$ cat config.mk
export PLATFORM = sky130hd
export DESIGN_NAME = axi_llc_sram_arb
export DESIGN_NICKNAME = d
export VERILOG_FILES = /design/src/rtl/axi_llc_pkg.sv /design/src/rtl/axi_llc_sram_rsp_pipe.sv /design/src/rtl/axi_llc_sram_arb.sv
export SDC_FILE = /design/constraint.sdc
export NUM_CORES = 1
export LEC_CHECK = 0
export ABC_AREA = 1
export BUFFER_PORTS_ARGS = -buffer_cell sky130_fd_sc_hd__buf_2
export CAP_MARGIN = 20
export CORE_AREA = 5 5 284 286
export CTS_CLUSTER_SIZE = 10
export DETAILED_ROUTE_END_ITERATION = 8
export DIE_AREA = 0 0 289 291
export GPL_TIMING_DRIVEN = 0
export PLACE_DENSITY_LB_ADDON = 0.05
export SYNTH_ARGS = -nofsm -noshare
export SYNTH_HDL_FRONTEND = slang
export SYNTH_SLANG_ARGS = --single-unit
$ cat constraint.sdc
create_clock -name clk_i -period 1.9 [get_ports clk_i]
set_clock_uncertainty 0.05 [all_clocks]
set_input_delay 0.19 -clock clk_i [delete_from_list [all_inputs] [get_ports clk_i]]
set_output_delay 0.19 -clock clk_i [all_outputs]
set_load 0.01 [all_outputs]
$ cat src/rtl/axi_llc_pkg.sv
// Shared constants for the LLC SRAM arbiter: FSM encodings and the index-width helper.
package axi_llc_pkg;

   localparam logic [0:0] ARB_IDLE   = 1'b0;
   localparam logic [0:0] ARB_LOCKED = 1'b1;

   function automatic int unsigned idx_width(input int unsigned num);
      return (num > 1) ? $clog2(num) : 1;
   endfunction

endpackage

$ cat src/rtl/axi_llc_sram_rsp_pipe.sv
// Read-response tracker: Latency-deep {valid,idx} shift register that raises a one-hot
// rvalid exactly Latency cycles after each read handshake.
module axi_llc_sram_rsp_pipe #(
   parameter int unsigned NumReq   = 2,
   parameter int unsigned IdxWidth = 1,
   parameter int unsigned Latency  = 1
) (
   input  logic                clk_i,
   input  logic                rst_i,
   input  logic                push_i,
   input  logic [IdxWidth-1:0] idx_i,
   output logic [NumReq-1:0]   rvalid_o
);

   typedef struct packed {
      logic                valid;
      logic [IdxWidth-1:0] idx;
   } rsp_t;

   rsp_t pipe_q [Latency];
   rsp_t tail;

   always_ff @(posedge clk_i) begin
      if (rst_i) begin
         for (int i = 0; i < Latency; i++) pipe_q[i] <= '0;
      end else begin
         pipe_q[0] <= '{valid: push_i, idx: idx_i};
         for (int i = 1; i < Latency; i++) pipe_q[i] <= pipe_q[i-1];
      end
   end

   assign tail = pipe_q[Latency-1];

   always_comb begin
      rvalid_o = '0;
      for (int i = 0; i < NumReq; i++) begin
         if (tail.valid && (tail.idx == IdxWidth'(i))) rvalid_o[i] = 1'b1;
      end
   end

endmodule

$ cat src/rtl/axi_llc_sram_arb.sv
// Round-robin arbiter sharing one LLC SRAM port; locks the chosen requester while the SRAM
// withholds its grant. Define AXI_LLC_SRAM_ARB_FIXED_PRIO_EN to give requester 0 absolute priority.
module axi_llc_sram_arb
   import axi_llc_pkg::*;
#(
   parameter int unsigned NumReq    = 2,
   parameter int unsigned AddrWidth = 10,
   parameter int unsigned DataWidth = 128,
   parameter int unsigned BeWidth   = 16,
   parameter int unsigned Latency   = 1,
   parameter int unsigned IdxWidth  = idx_width(NumReq)
) (
   input  logic                          clk_i,
   input  logic                          rst_i,
   input  logic [NumReq-1:0]             req_i,
   input  logic [NumReq-1:0]             we_i,
   input  logic [NumReq*AddrWidth-1:0]   addr_i,
   input  logic [NumReq*DataWidth-1:0]   wdata_i,
   input  logic [NumReq*BeWidth-1:0]     be_i,
   output logic [NumReq-1:0]             gnt_o,
   output logic [NumReq-1:0]             rvalid_o,
   output logic [DataWidth-1:0]          rdata_o,
   output logic                          sram_req_o,
   output logic                          sram_we_o,
   output logic [AddrWidth-1:0]          sram_addr_o,
   output logic [DataWidth-1:0]          sram_wdata_o,
   output logic [BeWidth-1:0]            sram_be_o,
   input  logic                          sram_gnt_i,
   input  logic [DataWidth-1:0]          sram_rdata_i,
   output logic                          dbg_state_o,
   output logic [IdxWidth-1:0]           dbg_ptr_o
);

   typedef logic [IdxWidth-1:0] idx_t;

   // Handshake: a transfer happens in any cycle where req_i[i] & gnt_o[i]; the SRAM side
   // transfers on sram_req_o & sram_gnt_i, which is the same event.
   logic [0:0]          state_q, state_d;
   idx_t                ptr_q, ptr_d;
   idx_t                lock_q, lock_d;
   idx_t                arb_sel, sel;
   logic [NumReq-1:0]   rr_req;
   logic [IdxWidth:0]   cand;
   logic                rr_found;
   logic                any_req;
   logic                hs;

   function automatic idx_t next_idx(input idx_t cur);
      return (32'(cur) >= NumReq - 1) ? '0 : cur + 1'b1;
   endfunction

   // First requesting index at or after the pointer, wrapping at NumReq.
   always_comb begin
      rr_req = req_i;
`ifdef AXI_LLC_SRAM_ARB_FIXED_PRIO_EN
      rr_req[0] = 1'b0;
`endif
      rr_found = 1'b0;
      arb_sel  = ptr_q;
      cand     = '0;
      for (int unsigned k = 0; k < NumReq; k++) begin
         cand = {1'b0, ptr_q} + (IdxWidth+1)'(k);
         if (cand >= (IdxWidth+1)'(NumReq)) cand = cand - (IdxWidth+1)'(NumReq);
         if (!rr_found && rr_req[cand[IdxWidth-1:0]]) begin
            rr_found = 1'b1;
            arb_sel  = cand[IdxWidth-1:0];
         end
      end
`ifdef AXI_LLC_SRAM_ARB_FIXED_PRIO_EN
      if (req_i[0]) arb_sel = '0;
`endif
   end

   always_comb begin
      state_d = state_q;
      ptr_d   = ptr_q;
      lock_d  = lock_q;
      any_req = |req_i;
      if (state_q == ARB_LOCKED) begin
         sel        = lock_q;
         sram_req_o = req_i[lock_q];
      end else begin
         sel        = arb_sel;
         sram_req_o = any_req;
      end
      hs    = sram_req_o & sram_gnt_i;
      gnt_o = '0;
      if (hs) gnt_o[sel] = 1'b1;

      sram_we_o    = we_i[sel];
      sram_addr_o  = addr_i[32'(sel)*AddrWidth +: AddrWidth];
      sram_wdata_o = wdata_i[32'(sel)*DataWidth +: DataWidth];
      sram_be_o    = be_i[32'(sel)*BeWidth +: BeWidth];

      case (state_q)
         ARB_IDLE: begin
            if (hs) begin
               ptr_d = next_idx(sel);
            end else if (any_req) begin
               state_d = ARB_LOCKED;
               lock_d  = sel;
            end
         end
         ARB_LOCKED: begin
            // A dropped request is illegal; falling back to IDLE keeps the port from wedging.
            if (hs || !req_i[lock_q]) begin
               state_d = ARB_IDLE;
               if (hs) ptr_d = next_idx(lock_q);
            end
         end
         default: state_d = ARB_IDLE;
      endcase
   end

   always_ff @(posedge clk_i) begin
      if (rst_i) begin
         state_q <= ARB_IDLE;
         ptr_q   <= '0;
         lock_q  <= '0;
      end else begin
         state_q <= state_d;
         ptr_q   <= ptr_d;
         lock_q  <= lock_d;
      end
   end

   axi_llc_sram_rsp_pipe #(
      .NumReq   (NumReq),
      .IdxWidth (IdxWidth),
      .Latency  (Latency)
   ) u_rsp_pipe (
      .clk_i    (clk_i),
      .rst_i    (rst_i),
      .push_i   (hs & ~sram_we_o),
      .idx_i    (sel),
      .rvalid_o (rvalid_o)
   );

   assign rdata_o     = sram_rdata_i;
   assign dbg_state_o = state_q[0];
   assign dbg_ptr_o   = ptr_q;

`ifndef SYNTHESIS
   lock_hold_a: assert property (@(posedge clk_i) disable iff (rst_i)
      (state_q == ARB_LOCKED) |-> req_i[lock_q]);
`endif

endmodule

==> metrics.sh <==
FAILING_CHECKS='setup timing'
ANTENNA_LEFT=0
GRT_OVERFLOW_TOTAL=0
HOLD_WS_PS=127
PLACEMENT_ROWS=103
GRT_PASS1_VIAS=6332
POST-ROUTE-DRC-COUNT=0
TIMING.CRITICAL_PATH.ARRIVAL_PS=1720
SETUP_REPAIR_AFTER_GLOBAL_ROUTING_MISSED_ITS_MARGIN='yes'
CLOCK_TREE.ROOT_CELL='sky130_fd_sc_hd__clkbuf_16'
NUM_VIAS=5972
DIE_W_UM=289
LAYOUT_WORST_PATH_CYCLE_SHARE_PCT=103
DETAILED_PLACE_HPWL_MM=29.9
ROUTED_WIRE_LENGTH_PER_INSTANCE_UM=14.4
LAYOUT-DRIVE-GT1-SHARE_PCT=62.7
LAYOUT.NETS=1731
LEAKAGE_DISSIPATION_nW=4.92
CPMAXSTAGEDELAYCELL='sky130_fd_sc_hd__dfxtp_2'
TRITONCTS.NUM_BUFFERS=3
CLK_NETWORK_PWR_SHARE_PCT=11.3
CP_NUM_BUF_INV=5
DETAIL_ROUTE.VIAS_PER_CELL=2.55
SYN2LAYOUT_AREA_GROWTH_PCT=155
GP_ROUTABILITY_CONGESTION=0.703
WORSTSETUPPATHDEPTH=10
ROUTE.FINAL.WIRE_LENGTH_MM=33.6
SYNTH.TOP_CELL.AREA_SHARE_PCT=56.1
CTS_TREE='yes'
DRV_SLEW=0
CP_COMMON_CELL='sky130_fd_sc_hd__nand2_2'
POWERDENSITY_nW_PER_UM2=386
CRITPATHLAUNCHTYPE='flop'
CLK_TRANSITION_REPORTED_PATHS_PS=40
SEQ_POWER_SHARE_PCT=3.9
WORSTSKEWPAIRLATENCY_PS=230
FILLERINSTANCES=9398
IOS=733
MAX_CAP_VIOLATIONS=0
SYNTH_AREA_LEADER_CELL='sky130_fd_sc_hd__nand2_1'
PORT_BUFFERS=604
DRTPASS1ITERATIONS=4
POSTSYNTHCELLCOUNT=672
PERIOD_NEEDED_PS=1960
GRT_MAX_DEGREE=11
VDD_IR_DROP_MAX_V=0.000146
DETAILEDPLACE.WORSTSLACK_PS=-437
POST-ROUTE-WORST-SETUP-SLACK_PS=-55.9
CLK_PATH_BUF_DEPTH=2
POST_SYNTH_MOST_FREQUENT_CELLS='sky130_fd_sc_hd__nand2_1, sky130_fd_sc_hd__buf_4, sky130_fd_sc_hd__buf_2'
SYNTH.MOST_COMMON_CELL='sky130_fd_sc_hd__nand2_1'
SLEW-LIMIT-HEADROOM_PCT=83.5
YS_TOP_CELLS_BY_AREA='sky130_fd_sc_hd__nand2_1, sky130_fd_sc_hd__buf_4, sky130_fd_sc_hd__dfxtp_1'
SHARE_OF_SYNTHESIZED_REGISTERS_CARRYING_AN_ASYNC_SET_OR_RESET_PCT=0
FIRST_ITER_VIOLATIONS=124
CTS_HTREE_LEVELS=1
INTERNAL_POWER_W=0.00165
FLOORPLAN.DIE.HEIGHT_UM=291
TIMING.CRITICAL_PATH.FANOUT_MAX=10
TIMING_HOLD_VIOLATIONS_FINAL=0
YOSYS_MOST_USED_DFF='sky130_fd_sc_hd__dfxtp_1'
SYN-NUM-NETS=1115
MAX_CLOCK_FREQ_MHz=511
SYNTHESIS.AREA_PER_INSTANCE_UM2=4.77
CRITICAL_PATH.TOP_DELAY_FAMILY='buffers and inverters'
GLOBAL_ROUTE.USAGE.TOTAL_PCT=7.01
CORE-AREA_UM2=78100
SYNTH_ENABLE_FLOP_CELLS=0
FP.DIEAREA_UM2=84100
WORST-ENDPOINT-REQUIRED_PS=1660
WORSTHOLDPATHTYPE='input pin to flop'
WORSTMARGINPINSLEW_PS=246
REPORT.FINAL.SETUP_VIOL=42
UTILIZATION_PCT=10.5
DISTINCT_CELLS_SYNTH=14
YS_SEQ_AREA_SHARE_PCT=3.13
CRIT_PATH_CELL_TRACE='inv_1 -> a21oi_2 -> nand2_2 -> nand2_8 -> inv_8 -> clkbuf_16 -> buf_12 -> nand2_1 -> nand2_2 -> buf_4'
GRT_FIRST_PASS_WIRELENGTH_MM=43.7
POSTSYNTHREGISTERBITS=5
POWER.SHARE.COMBINATIONAL_PCT=84.8
HOLD_DEPTH=2
WORST_R2R_PATH_DEPTH=8
SYNTHESIS.AREA_UM2=3200
NUMCLOCKSINKS=5
PATH_CLASS='flop to output port'
END_KIND='output port'
NETSWITCHINGPOWER_W=0.00150
POWER_SWITCHING_SHARE_PCT=47.5
INITIAL_CORE_UTIL_PCT=4.10
YOSYSWARNINGS=0
CRITPATHMAXSTAGEDELAY_PS=330
RESULT_OF_THE_RUN='complete, but fails checks'
GRT_ANTENNA_BEFORE_REPAIR=7
-- final cells by class --
class	instances	area [um2]	area share, %
Multi-Input combinational cell	495	1960	24.0
Timing Repair Buffer	611	3180	39.0
Inverter	10	45.0	0.552
Clock buffer	4	78.8	0.965
Buffer	162	1470	18.0
Sequential cell	5	103	1.26
Antenna cell	5	12.5	0.153
Tap cell	1050	1310	16.1
-- stage by stage --
| step | power (W) | area [um2] | TNS (ps) | cells |
|---|---|---|---|---|
| floorplan | 0.00129 | 3200 | 0 | 672 |
| global placement | 0.00264 | 7540 | -14120 | 2326 |
| detailed placement | 0.00260 | 7540 | -15490 | 2326 |
| CTS | 0.00312 | 7890 | -1110 | 2333 |
| global route | 0.00346 | 8160 | -12790 | 2340 |
| finish | 0.00315 | 8170 | -600 | 2342 |
-- metal layers --
metal	part of all wire [%]	track usage, %
met5	0.042	0
met4	0.69	0.785
met3	10	2.26
met2	57	15.3
met1	32	6.18
-- cells in the final DEF (no fill, tap or decap), drive strengths merged --
| master | synthesis | layout |
|---|---|---|
| buf | 161 | 769 |
| nand2 | 480 | 480 |
| inv | 10 | 10 |
| nor2 | 9 | 9 |
| clkbuf | 1 | 8 |
| diode | 0 | 5 |
| dfxtp | 5 | 5 |
| nand3 | 2 | 2 |
| a21oi | 2 | 2 |
| o21bai | 1 | 1 |
| nand4 | 1 | 1 |
-- timing repair --
| action | CTS | global route |
|---|---|---|
| gates resized for setup | 76 | 44 |
| hold buffers | 0 | 0 |
| pin swaps | 2 | 3 |
| setup buffers | 3 | 0 |
| setup endpoints to repair | 153 | 145 |
| gates cloned | 0 | 4 |
-- flip-flops by register name, indices dropped and copies added, names as in the netlist --
| name | cells |
|---|---|
| u_rsp_pipe.pipe_q | 2 |
| dbg_state_o | 1 |
| lock_q | 1 |
| dbg_ptr_o | 1 |
-- final timing paths --
check,slack (ps),startpoint,end
worst max-delay path,-60,dbg_ptr_o,sram_wdata_o[109]
worst min-delay path,130,rst_i,dbg_state_o
worst max register to register,550,dbg_ptr_o,dbg_ptr_o
worst min register to register,530,dbg_ptr_o,dbg_ptr_o
-- power groups by stage --
stage	logic (W)	registers, W	clock network (W)
final	0.00267	0.000122	0.000357
after floorplan	0.00117	0.000122	0
after global routing	0.00297	0.000123	0.000374
after CTS	0.00263	0.000122	0.000365
after global placement	0.00252	0.000123	0
after detailed placement	0.00248	0.000123	0
-- cells by family after synthesis --
kind of cell           after synthesis  share of synthesized area (%)
AOI/OAI and AO/OA                    3                          0.547
DFF                                  5                           3.13
buffers and inverters              172                           38.4
and+or+nand+nor                    492                           57.9
Note: power is estimated with default switching activity, not from simulation.
